[src/rtl/simon_seq_ctrl_pkg.sv]
// Shared types and helpers for the Simon Says game sequencer.
package simon_pkg;

    typedef enum logic [2:0] {
        StIdle,
        StShowOn,
        StShowOff,
        StWaitIn,
        StWin,
        StFail
    } seq_state_t;

    typedef logic [1:0] color_t;

    localparam int unsigned MAX_PATTERN = 16;
    localparam int unsigned IDX_W       = $clog2(MAX_PATTERN);

    // Colour i of the pattern lives in seed bits [2i+1:2i].
    function automatic color_t seed_color(input logic [31:0] s, input logic [IDX_W-1:0] idx);
        return s[{idx, 1'b0} +: 2];
    endfunction

endpackage

[src/rtl/simon_seq_ctrl_cycle_timer.sv]
// Loadable down-counter; done is high while the count sits at zero.
module cycle_timer #(
    parameter int unsigned WIDTH = 8
) (
    input  logic             clk_i,
    input  logic             reset_i,
    input  logic             load_i,
    input  logic [WIDTH-1:0] load_val_i,
    output logic             done_o
);

    logic [WIDTH-1:0] count_q, count_d;

    // Reload has priority; otherwise count down and park at zero.
    always_comb begin
        count_d = count_q;
        if (load_i) begin
            count_d = load_val_i;
        end else if (count_q != '0) begin
            count_d = count_q - WIDTH'(1);
        end
    end

    // Count register with synchronous reset.
    always_ff @(posedge clk_i) begin
        if (reset_i) begin
            count_q <= '0;
        end else begin
            count_q <= count_d;
        end
    end

    assign done_o = (count_q == '0);

endmodule

[src/rtl/simon_seq_ctrl.sv]
// Simon Says sequencer: plays a growing colour pattern taken from a captured
// seed, then checks the player's presses against it round by round.
module simon_seq_ctrl
    import simon_pkg::*;
#(
    parameter int unsigned ON_CYCLES  = 25_000_000,
    parameter int unsigned OFF_CYCLES = 12_500_000,
    parameter int unsigned IN_TIMEOUT = 250_000_000,
    parameter int unsigned MAX_ROUNDS = 16
) (
    input  logic        clk,
    input  logic        reset,
    input  logic [31:0] seed,
    input  logic        start,
    input  logic        btn_valid,
    input  logic [1:0]  btn_color,
    output logic        led_on,
    output logic [1:0]  led_color,
    output logic [4:0]  round,
    output logic        busy,
    output logic        win,
    output logic        fail,
    output logic        seed_rst
);

    localparam int unsigned MaxOnOff  = (ON_CYCLES > OFF_CYCLES) ? ON_CYCLES : OFF_CYCLES;
    localparam int unsigned MaxCycles = (MaxOnOff > IN_TIMEOUT) ? MaxOnOff : IN_TIMEOUT;
    localparam int unsigned TimerW    = $clog2(MaxCycles + 1);

    // Timer load values: a phase of N cycles loads N-1 and ends when done.
    localparam logic [TimerW-1:0] OnLoad  = TimerW'(ON_CYCLES - 1);
    localparam logic [TimerW-1:0] OffLoad = TimerW'(OFF_CYCLES - 1);
    localparam logic [TimerW-1:0] InLoad  = TimerW'(IN_TIMEOUT - 1);

    seq_state_t         state_q, state_d;
    logic [31:0]        seed_q, seed_d;
    logic [4:0]         round_q, round_d;
    logic [IDX_W-1:0]   idx_q, idx_d;
    logic               gap_q, gap_d;
    logic               led_on_q, led_on_d;
    color_t             led_color_q, led_color_d;
    logic               busy_q, busy_d;
    logic               win_q, win_d;
    logic               fail_q, fail_d;
    logic               seed_rst_q, seed_rst_d;

    logic               t_load;
    logic [TimerW-1:0]  t_val;
    logic               t_done;
    logic [4:0]         idx_inc;
    logic               press_ok;

    assign idx_inc  = {1'b0, idx_q} + 5'd1;
    assign press_ok = (btn_color == seed_color(seed_q, idx_q));

    cycle_timer #(
        .WIDTH (TimerW)
    ) u_timer (
        .clk_i      (clk),
        .reset_i    (reset),
        .load_i     (t_load),
        .load_val_i (t_val),
        .done_o     (t_done)
    );

    // Next-state logic; every state change reloads the shared timer.
    always_comb begin
        state_d = state_q;
        seed_d  = seed_q;
        round_d = round_q;
        idx_d   = idx_q;
        gap_d   = gap_q;
        t_load  = 1'b0;
        t_val   = '0;
        unique case (state_q)
            StIdle, StWin, StFail: begin
                if (start) begin
                    seed_d  = seed;
                    round_d = 5'd1;
                    idx_d   = '0;
                    gap_d   = 1'b0;
                    state_d = StShowOn;
                    t_load  = 1'b1;
                    t_val   = OnLoad;
                end
            end
            StShowOn: begin
                if (t_done) begin
                    state_d = StShowOff;
                    t_load  = 1'b1;
                    t_val   = OffLoad;
                end
            end
            StShowOff: begin
                if (t_done) begin
                    t_load = 1'b1;
                    if (gap_q) begin
                        // Inter-round gap: replay starts from colour 0.
                        gap_d   = 1'b0;
                        state_d = StShowOn;
                        t_val   = OnLoad;
                    end else if (idx_inc == round_q) begin
                        idx_d   = '0;
                        state_d = StWaitIn;
                        t_val   = InLoad;
                    end else begin
                        idx_d   = idx_q + IDX_W'(1);
                        state_d = StShowOn;
                        t_val   = OnLoad;
                    end
                end
            end
            StWaitIn: begin
                // A press beats the timeout on the same cycle.
                if (btn_valid) begin
                    if (press_ok) begin
                        t_load = 1'b1;
                        t_val  = InLoad;
                        if (idx_inc < round_q) begin
                            idx_d = idx_q + IDX_W'(1);
                        end else if (round_q == 5'(MAX_ROUNDS)) begin
                            state_d = StWin;
                        end else begin
                            round_d = round_q + 5'd1;
                            idx_d   = '0;
                            gap_d   = 1'b1;
                            state_d = StShowOff;
                            t_val   = OffLoad;
                        end
                    end else begin
                        state_d = StFail;
                    end
                end else if (t_done) begin
                    state_d = StFail;
                end
            end
            default: state_d = StIdle;
        endcase
    end

    // Output values derived from the upcoming state so they can be registered.
    always_comb begin
        led_on_d    = (state_d == StShowOn);
        led_color_d = led_on_d ? seed_color(seed_d, idx_d) : 2'b00;
        busy_d      = (state_d == StShowOn) || (state_d == StShowOff) || (state_d == StWaitIn);
        win_d       = (state_d == StWin);
        fail_d      = (state_d == StFail);
        seed_rst_d  = (win_d || fail_d) && (state_d != state_q);
    end

    // State and registered outputs.
    always_ff @(posedge clk) begin
        if (reset) begin
            state_q     <= StIdle;
            seed_q      <= '0;
            round_q     <= '0;
            idx_q       <= '0;
            gap_q       <= 1'b0;
            led_on_q    <= 1'b0;
            led_color_q <= 2'b00;
            busy_q      <= 1'b0;
            win_q       <= 1'b0;
            fail_q      <= 1'b0;
            seed_rst_q  <= 1'b0;
        end else begin
            state_q     <= state_d;
            seed_q      <= seed_d;
            round_q     <= round_d;
            idx_q       <= idx_d;
            gap_q       <= gap_d;
            led_on_q    <= led_on_d;
            led_color_q <= led_color_d;
            busy_q      <= busy_d;
            win_q       <= win_d;
            fail_q      <= fail_d;
            seed_rst_q  <= seed_rst_d;
        end
    end

    assign led_on    = led_on_q;
    assign led_color = led_color_q;
    assign round     = round_q;
    assign busy      = busy_q;
    assign win       = win_q;
    assign fail      = fail_q;
    assign seed_rst  = seed_rst_q;

endmodule

[config.mk]
export PLATFORM = sky130hd
export DESIGN_NAME = simon_seq_ctrl
export DESIGN_NICKNAME = d
export VERILOG_FILES = /design/src/rtl/simon_seq_ctrl_pkg.sv /design/src/rtl/simon_seq_ctrl_cycle_timer.sv /design/src/rtl/simon_seq_ctrl.sv
export SDC_FILE = /design/constraint.sdc
export NUM_CORES = 1
export LEC_CHECK = 0
export CORE_MARGIN = 1
export CORE_UTILIZATION = 55
export DETAILED_ROUTE_END_ITERATION = 8
export PLACE_DENSITY_LB_ADDON = 0.2
export SYNTH_ARGS = -nofsm -noshare
export SYNTH_HDL_FRONTEND = slang
export SYNTH_HIERARCHICAL = 1
export SYNTH_SLANG_ARGS = --single-unit
[constraint.sdc]
create_clock -name clk -period 10.44 [get_ports clk]
set_clock_uncertainty 0.1 [all_clocks]
set_input_delay 1.566 -clock clk [delete_from_list [all_inputs] [get_ports clk]]
set_output_delay 1.566 -clock clk [all_outputs]
set_load 0.005 [all_outputs]
==> results_dict.tcl, run 1 <==
set metrics [dict create \
    ctsHoldBuffers 0 \
    cts_resized 0 \
    post_cts.repair.setup_buffers 0 \
    portBuffers 49 \
    syn_inst 601 \
    antenna_found_initial 0 \
    ys_ff_latch 80 \
    synth_top_area_share 0.327 \
    drv_slew 0 \
    coreArea_mm2 0.00868 \
    clkSlewWorstSetupHoldPaths_ns 0.09 \
    die_h_um 96.3 \
    synth_ff_type "dfxtp_1" \
    first_global_vias 4204 \
    cp.required_ns 10.63 \
    vias 4557 \
    die-area_mm2 0.00927 \
    holdCritPathClass "register to register" \
    insertion_delay_ns 0.36 \
    grt_usage 0.276 \
    die_x_um 96.3 \
    vdd_ir_drop_max_v 0.0000755 \
    placed_area_mm2 0.00535 \
    drt_wl_total_um 12100 \
    area_growth_pct 13.0 \
    fin_area_mm2 0.00553 \
    setup_viol 0 \
    setup_tns_ns 0 \
    crit_path_max_fanout 20 \
    synth_cell_types 80 \
    rsz0062_at_grt "false" \
    final_common_cell "nand2_1" \
    drive_gt1_frac 0.0879 \
    ant_nets 0 \
    criticalPathCategory "register to register" \
    num_antenna_cells 0 \
    rows 34 \
    maxCapViolCount 0 \
    syn_area_mm2 0.00489 \
    h-tree-depth 3 \
    initial_core_util 0.564 \
    wl_per_cell_um 16.3 \
    avgSynthCellArea_um2 8.14 \
    synth.area.top_cells "dfxtp_1 (33%), nand2_1 (8.1%), a21oi_1 (4.8%), mux2i_1 (4.7%), xnor2_1 (4.1%)" \
    synth_top_area_cell "dfxtp_1" \
    routed_via_density 6.12 \
    fillers 797 \
    layout_common_cells "nand2_1 (106), dfxtp_1 (80), clkdlybuf4s50_1 (48)" \
    drt-pass1-iter-count 6 \
    io_pins 50 \
    final_hold_viol_count 0 \
    start_kind "register" \
    finalCriticalPeriod_ns 4.98 \
    clock_path_buffers 2 \
    drc_errors 0 \
    min_period_over_period 0.477 \
    total_power_mw 0.981 \
    async_flop_share 0 \
    timing.fmax_mhz 201 \
    status "complete, no violations" \
    dp_hpwl_um 8440 \
    leakagePower_nw 2.04 \
    ys.warnings.count 6 \
    slew_headroom 0.180 \
    seq_area_frac_synth 0.327 \
    p_per_area_mw_per_mm2 178 \
    drtIter0Drc 277 \
    worst_pin_slew_ns 1.22 \
    cts_root_buf "clkbuf_8" \
    end_kind "register" \
    cp.arrival_ns 5.17 \
    numCtsBuffers 9 \
    cts_sinks 80 \
    cts_tree "yes" \
    nets 680 \
    place_congestion 0.932 \
    grt_max_degree 64 \
    gr-total-overflow 0 \
    synth_edf_count 0 \
    grt_pass1_wl_um 19700 \
]
-- path summary, 6_finish.rpt --
| path | startpoint | to | slack [ns] | cells after the start |
|---|---|---|---|---|
| worst max register to register | idx_q[0]$_SDFF_PP0_ | u_timer/count_q[15]$_SDFFE_PP0P_ | 5.46 | 12 |
| worst max-delay path | idx_q[0]$_SDFF_PP0_ | u_timer/count_q[15]$_SDFFE_PP0P_ | 5.46 | 12 |
| worst min register to register | seed_q[20]$_SDFF_PP0_ | seed_q[20]$_SDFF_PP0_ | 0.37 | 2 |
| worst min-delay path | seed_q[20]$_SDFF_PP0_ | seed_q[20]$_SDFF_PP0_ | 0.37 | 2 |
-- worst max-delay path, stage by stage (launching register included) --
cell and delay (ns):
dfxtp_1 1.05, mux2i_1 0.21, mux4_2 0.57, xnor2_1 0.17, o22ai_2 0.28, and2_1 0.33
a21boi_0 0.15, o21ai_0 0.23, buf_4 0.23, clkinv_1 0.47, nor2_1 0.87, nand2_1 0.14
o21ai_1 0.11
-- layer usage --
metal	vias to the layer above	GRT usage	wire (um)
met2	162	0.446	5730
met3	19	0.0442	712
met1	2156	0.371	5510
li1	2220	-	-
met4	0	0.0993	179
met5	-	0	0
-- per-stage QoR --
stage	util	hold WS (ns)	worst slack (ns)	cells
after floorplan	-	0.344	6.54	602
after global placement	0.617	0.355	5.39	729
after detailed placement	0.617	0.363	5.25	729
after CTS	0.637	0.374	5.51	745
after global routing	0.637	0.395	5.04	745
final	0.637	0.373	5.46	745
-- sequential cells by signal, indices dropped and copies added, names as in the netlist --
name,cells
win,1
round,5
led_color,2
fail,1
busy,1
led_on,1
u_timer/count_q,28
gap_q,1
seed_rst,1
idx_q,4
seed_q,32
state_q,3
-- where the power goes --
| group | internal (mW) | leakage (nW) | switching (mW) |
|---|---|---|---|
| Combinational | 0.159 | 1.30 | 0.218 |
| Clock | 0.0920 | 0.0813 | 0.116 |
| Sequential | 0.349 | 0.655 | 0.0463 |
| Total | 0.600 | 2.04 | 0.381 |
-- final cells by class --
cell class                      instances  area [um^2]  area share
Timing Repair Buffer                   55          531      0.0960
Clock buffer                           11          141      0.0256
Inverter                               16         60.1      0.0109
Multi-Input combinational cell        470         3020       0.547
Sequential cell                        80         1600       0.290
Tap cell                              108          135      0.0245
Clock inverter                          5         32.5     0.00589
-- synth_stat cells, drive strengths merged (8+ instances only) --
master,number
a21oi,47
a311oi,8
and2,10
and3,8
buf,14
clkbuf,21
dfxtp,80
ha,10
inv,15
mux2i,23
nand2,109
nand3,19
nand4,11
nor2,36
nor2b,8
nor3,20
nor4,11
o21ai,26
or3,9
xnor2,24
-- kinds of logic (layout without fill, tap and decap cells) --
family                   Yosys count  after routing  synth area share
adder cells (fa/ha/maj)           10             10            0.0256
AO/OA/AOI/OAI                    132            132             0.186
other                              1              2          0.000767
AND/OR/NAND/NOR                  274            274             0.292
multiplexers                      27             27            0.0663
buffers and inverters             52             87            0.0550
XOR/XNOR                          25             25            0.0463
flip-flops                        80             80             0.327
No activity file was read; power rests on OpenSTA's default activity.
==> inputs of run 2 (changes only) <==
--- a/config.mk
+++ b/config.mk
@@ -6,7 +6,7 @@
 export NUM_CORES = 1
 export LEC_CHECK = 0
 export CORE_MARGIN = 1
-export CORE_UTILIZATION = 55
+export CORE_UTILIZATION = 52
 export DETAILED_ROUTE_END_ITERATION = 8
 export PLACE_DENSITY_LB_ADDON = 0.2
 export SYNTH_ARGS = -nofsm -noshare
==> constraint.sdc (replaced) <==
create_clock -name clk -period 4.4 [get_ports clk]
set_clock_uncertainty 0.1 [all_clocks]
set_input_delay 0.66 -clock clk [delete_from_list [all_inputs] [get_ports clk]]
set_output_delay 0.66 -clock clk [all_outputs]
set_load 0.005 [all_outputs]
==> results_dict.tcl, run 2 (same netlist as run 1, synthesis figures left out) <==
set metrics [dict create \
    insertion_delay_ns 0.36 \
    maxCapViolCount 0 \
    start_kind "register" \
    timing.fmax_mhz 254 \
    p_int_mw 1.52 \
    ant_nets 0 \
    coreArea_mm2 0.00920 \
    drc_errors 0 \
    switchingPower_mw 0.899 \
    r2r_start "idx_q[0]$_SDFF_PP0_" \
    holdCritPathClass "register to register" \
    clkSlewWorstSetupHoldPaths_ns 0.08 \
    endpoint "led_color[1]$_SDFF_PP0_" \
    num_antenna_cells 0 \
    nets 690 \
    gr-total-overflow 0 \
    h-tree-depth 3 \
    finalCriticalPeriod_ns 3.94 \
    area_growth_pct 15.1 \
    cp.required_ns 4.55 \
    fin_area_mm2 0.00563 \
    drtIter0Drc 343 \
    clkPwrFrac 0.238 \
    status "complete, no violations" \
    combPwrFrac 0.373 \
    final_common_cell "nand2_1" \
    placed_area_mm2 0.00543 \
    routed_via_density 6.06 \
    p_per_area_mw_per_mm2 430 \
    min_period_over_period 0.895 \
    total_power_mw 2.42 \
    cts_root_buf "clkbuf_8" \
    die_h_um 99.0 \
    max_flop_register "seed_q" \
    dp_cells 742 \
    die-area_mm2 0.00980 \
    largest_reg_flops 32 \
    grt_pass1_wl_um 21100 \
    cts_sinks 80 \
    leakagePower_nw 2.10 \
    slew_headroom 0.458 \
    vdd_ir_drop_max_v 0.000191 \
    drv_slew 0 \
    clock_path_buffers 2 \
    vias 4572 \
    portBuffers 49 \
    criticalPathCategory "register to register" \
    place_congestion 0.886 \
    worst_pin_slew_ns 0.814 \
    critPathLaunch "idx_q[0]$_SDFF_PP0_" \
    initial_core_util 0.532 \
    worst_slack_ns 0.461 \
    drive_gt1_frac 0.101 \
    fin_util 0.612 \
    wl_per_cell_um 16.4 \
    numCtsBuffers 9 \
    switching_share 0.372 \
    rsz0062_at_grt "false" \
    cts_tree "yes" \
    dp_hpwl_um 8860 \
    crit_path_max_fanout 8 \
    post-place-ws_ns 0.381 \
    rows 35 \
    antenna_found_initial 0 \
    hold-worst-slack_ns 0.373 \
    io_pins 50 \
    layout_common_cells "nand2_1 (106), dfxtp_1 (79), clkdlybuf4s50_1 (48)" \
    grt_max_degree 46 \
    setup_viol 0 \
    drt-pass1-iter-count 5 \
    die_x_um 99.0 \
    first_global_vias 4269 \
    setup_tns_ns 0 \
    cp.arrival_ns 4.09 \
    hold_depth 2 \
    reg2reg_to "led_color[1]$_SDFF_PP0_" \
    drt_wl_total_um 12400 \
    final_hold_viol_count 0 \
    grt_usage 0.269 \
    pwr-share-seq 0.388 \
    stdcell_count 755 \
    r2r_slack_ns 0.46 \
    end_kind "register" \
    rr_worst_depth 13 \
]
==> run 2: changes by cell type in the layout (fill, tap and decap cells not counted) <==
cell        change
clkbuf_8        -1
dfxtp_2         +1
clkinv_2        -1
dfxtp_1         -1
buf_4          +10
bufinv_16       +2
clkinvlp_4      -2
clkbuf_1        -1
==> run 2: cell type report <==
| class | instances | area [um^2] |
|---|---|---|
| fill | 835 | 3570 |
| tap | 111 | 139 |
| sequential | 80 | 1600 |
| timing repair buffer | 65 | 606 |
| inverter | 16 | 60.1 |
| clock buffer | 9 | 124 |
| multi-input combinational | 470 | 3020 |
| clock inverter | 4 | 72.6 |
==> run 2: power groups by stage <==
stage	clock (mW)	sequential [mW]	combinational, mW
6_report	0.576	0.939	0.902
3_3_place_gp	0	0.948	0.868
4_1_cts	0.583	0.938	0.896
5_1_grt	0.619	0.955	0.997
2_1_floorplan	0	0.925	0.688
3_5_place_dp	0	0.955	0.890
==> run 2: timing repair <==
item	CTS	global route
hold buffers	0	0
hold endpoints to repair	0	0
buffers inserted	0	0
resized for setup	0	1
setup endpoints to repair	0	1
==> run 2: layer usage <==
metal  GRT usage  vias up  part of all wire
li1            -     2237                 -
met2       0.410      155              0.44
met3      0.0440       19             0.058
met5           0        -                 0
met1       0.386     2161              0.48
met4      0.0918        0             0.016
==> run 2: worst min-delay path by stage <==
stage | startpoint | endpoint
floorplan | seed_q[5]$_SDFF_PP0_ | seed_q[5]$_SDFF_PP0_
global placement | seed_q[1]$_SDFF_PP0_ | seed_q[1]$_SDFF_PP0_
detailed placement | seed_q[1]$_SDFF_PP0_ | seed_q[1]$_SDFF_PP0_
CTS | seed_q[31]$_SDFF_PP0_ | seed_q[31]$_SDFF_PP0_
global route | seed_q[28]$_SDFF_PP0_ | seed_q[28]$_SDFF_PP0_
finish | seed_q[31]$_SDFF_PP0_ | seed_q[31]$_SDFF_PP0_
==> run 2: critical path, stage by stage (launching register included) <==
cell and delay (ns):
dfxtp_1 0.54, ha_1 0.34, ha_1 0.33, nor2b_1 0.15, o21ai_0 0.40, nand2_1 0.20, nand2_1 0.16, nand3_1 0.21
a311o_1 0.50, buf_4 0.21, mux2i_1 0.20, o22a_1 0.18, a22oi_1 0.07, a22o_1 0.23
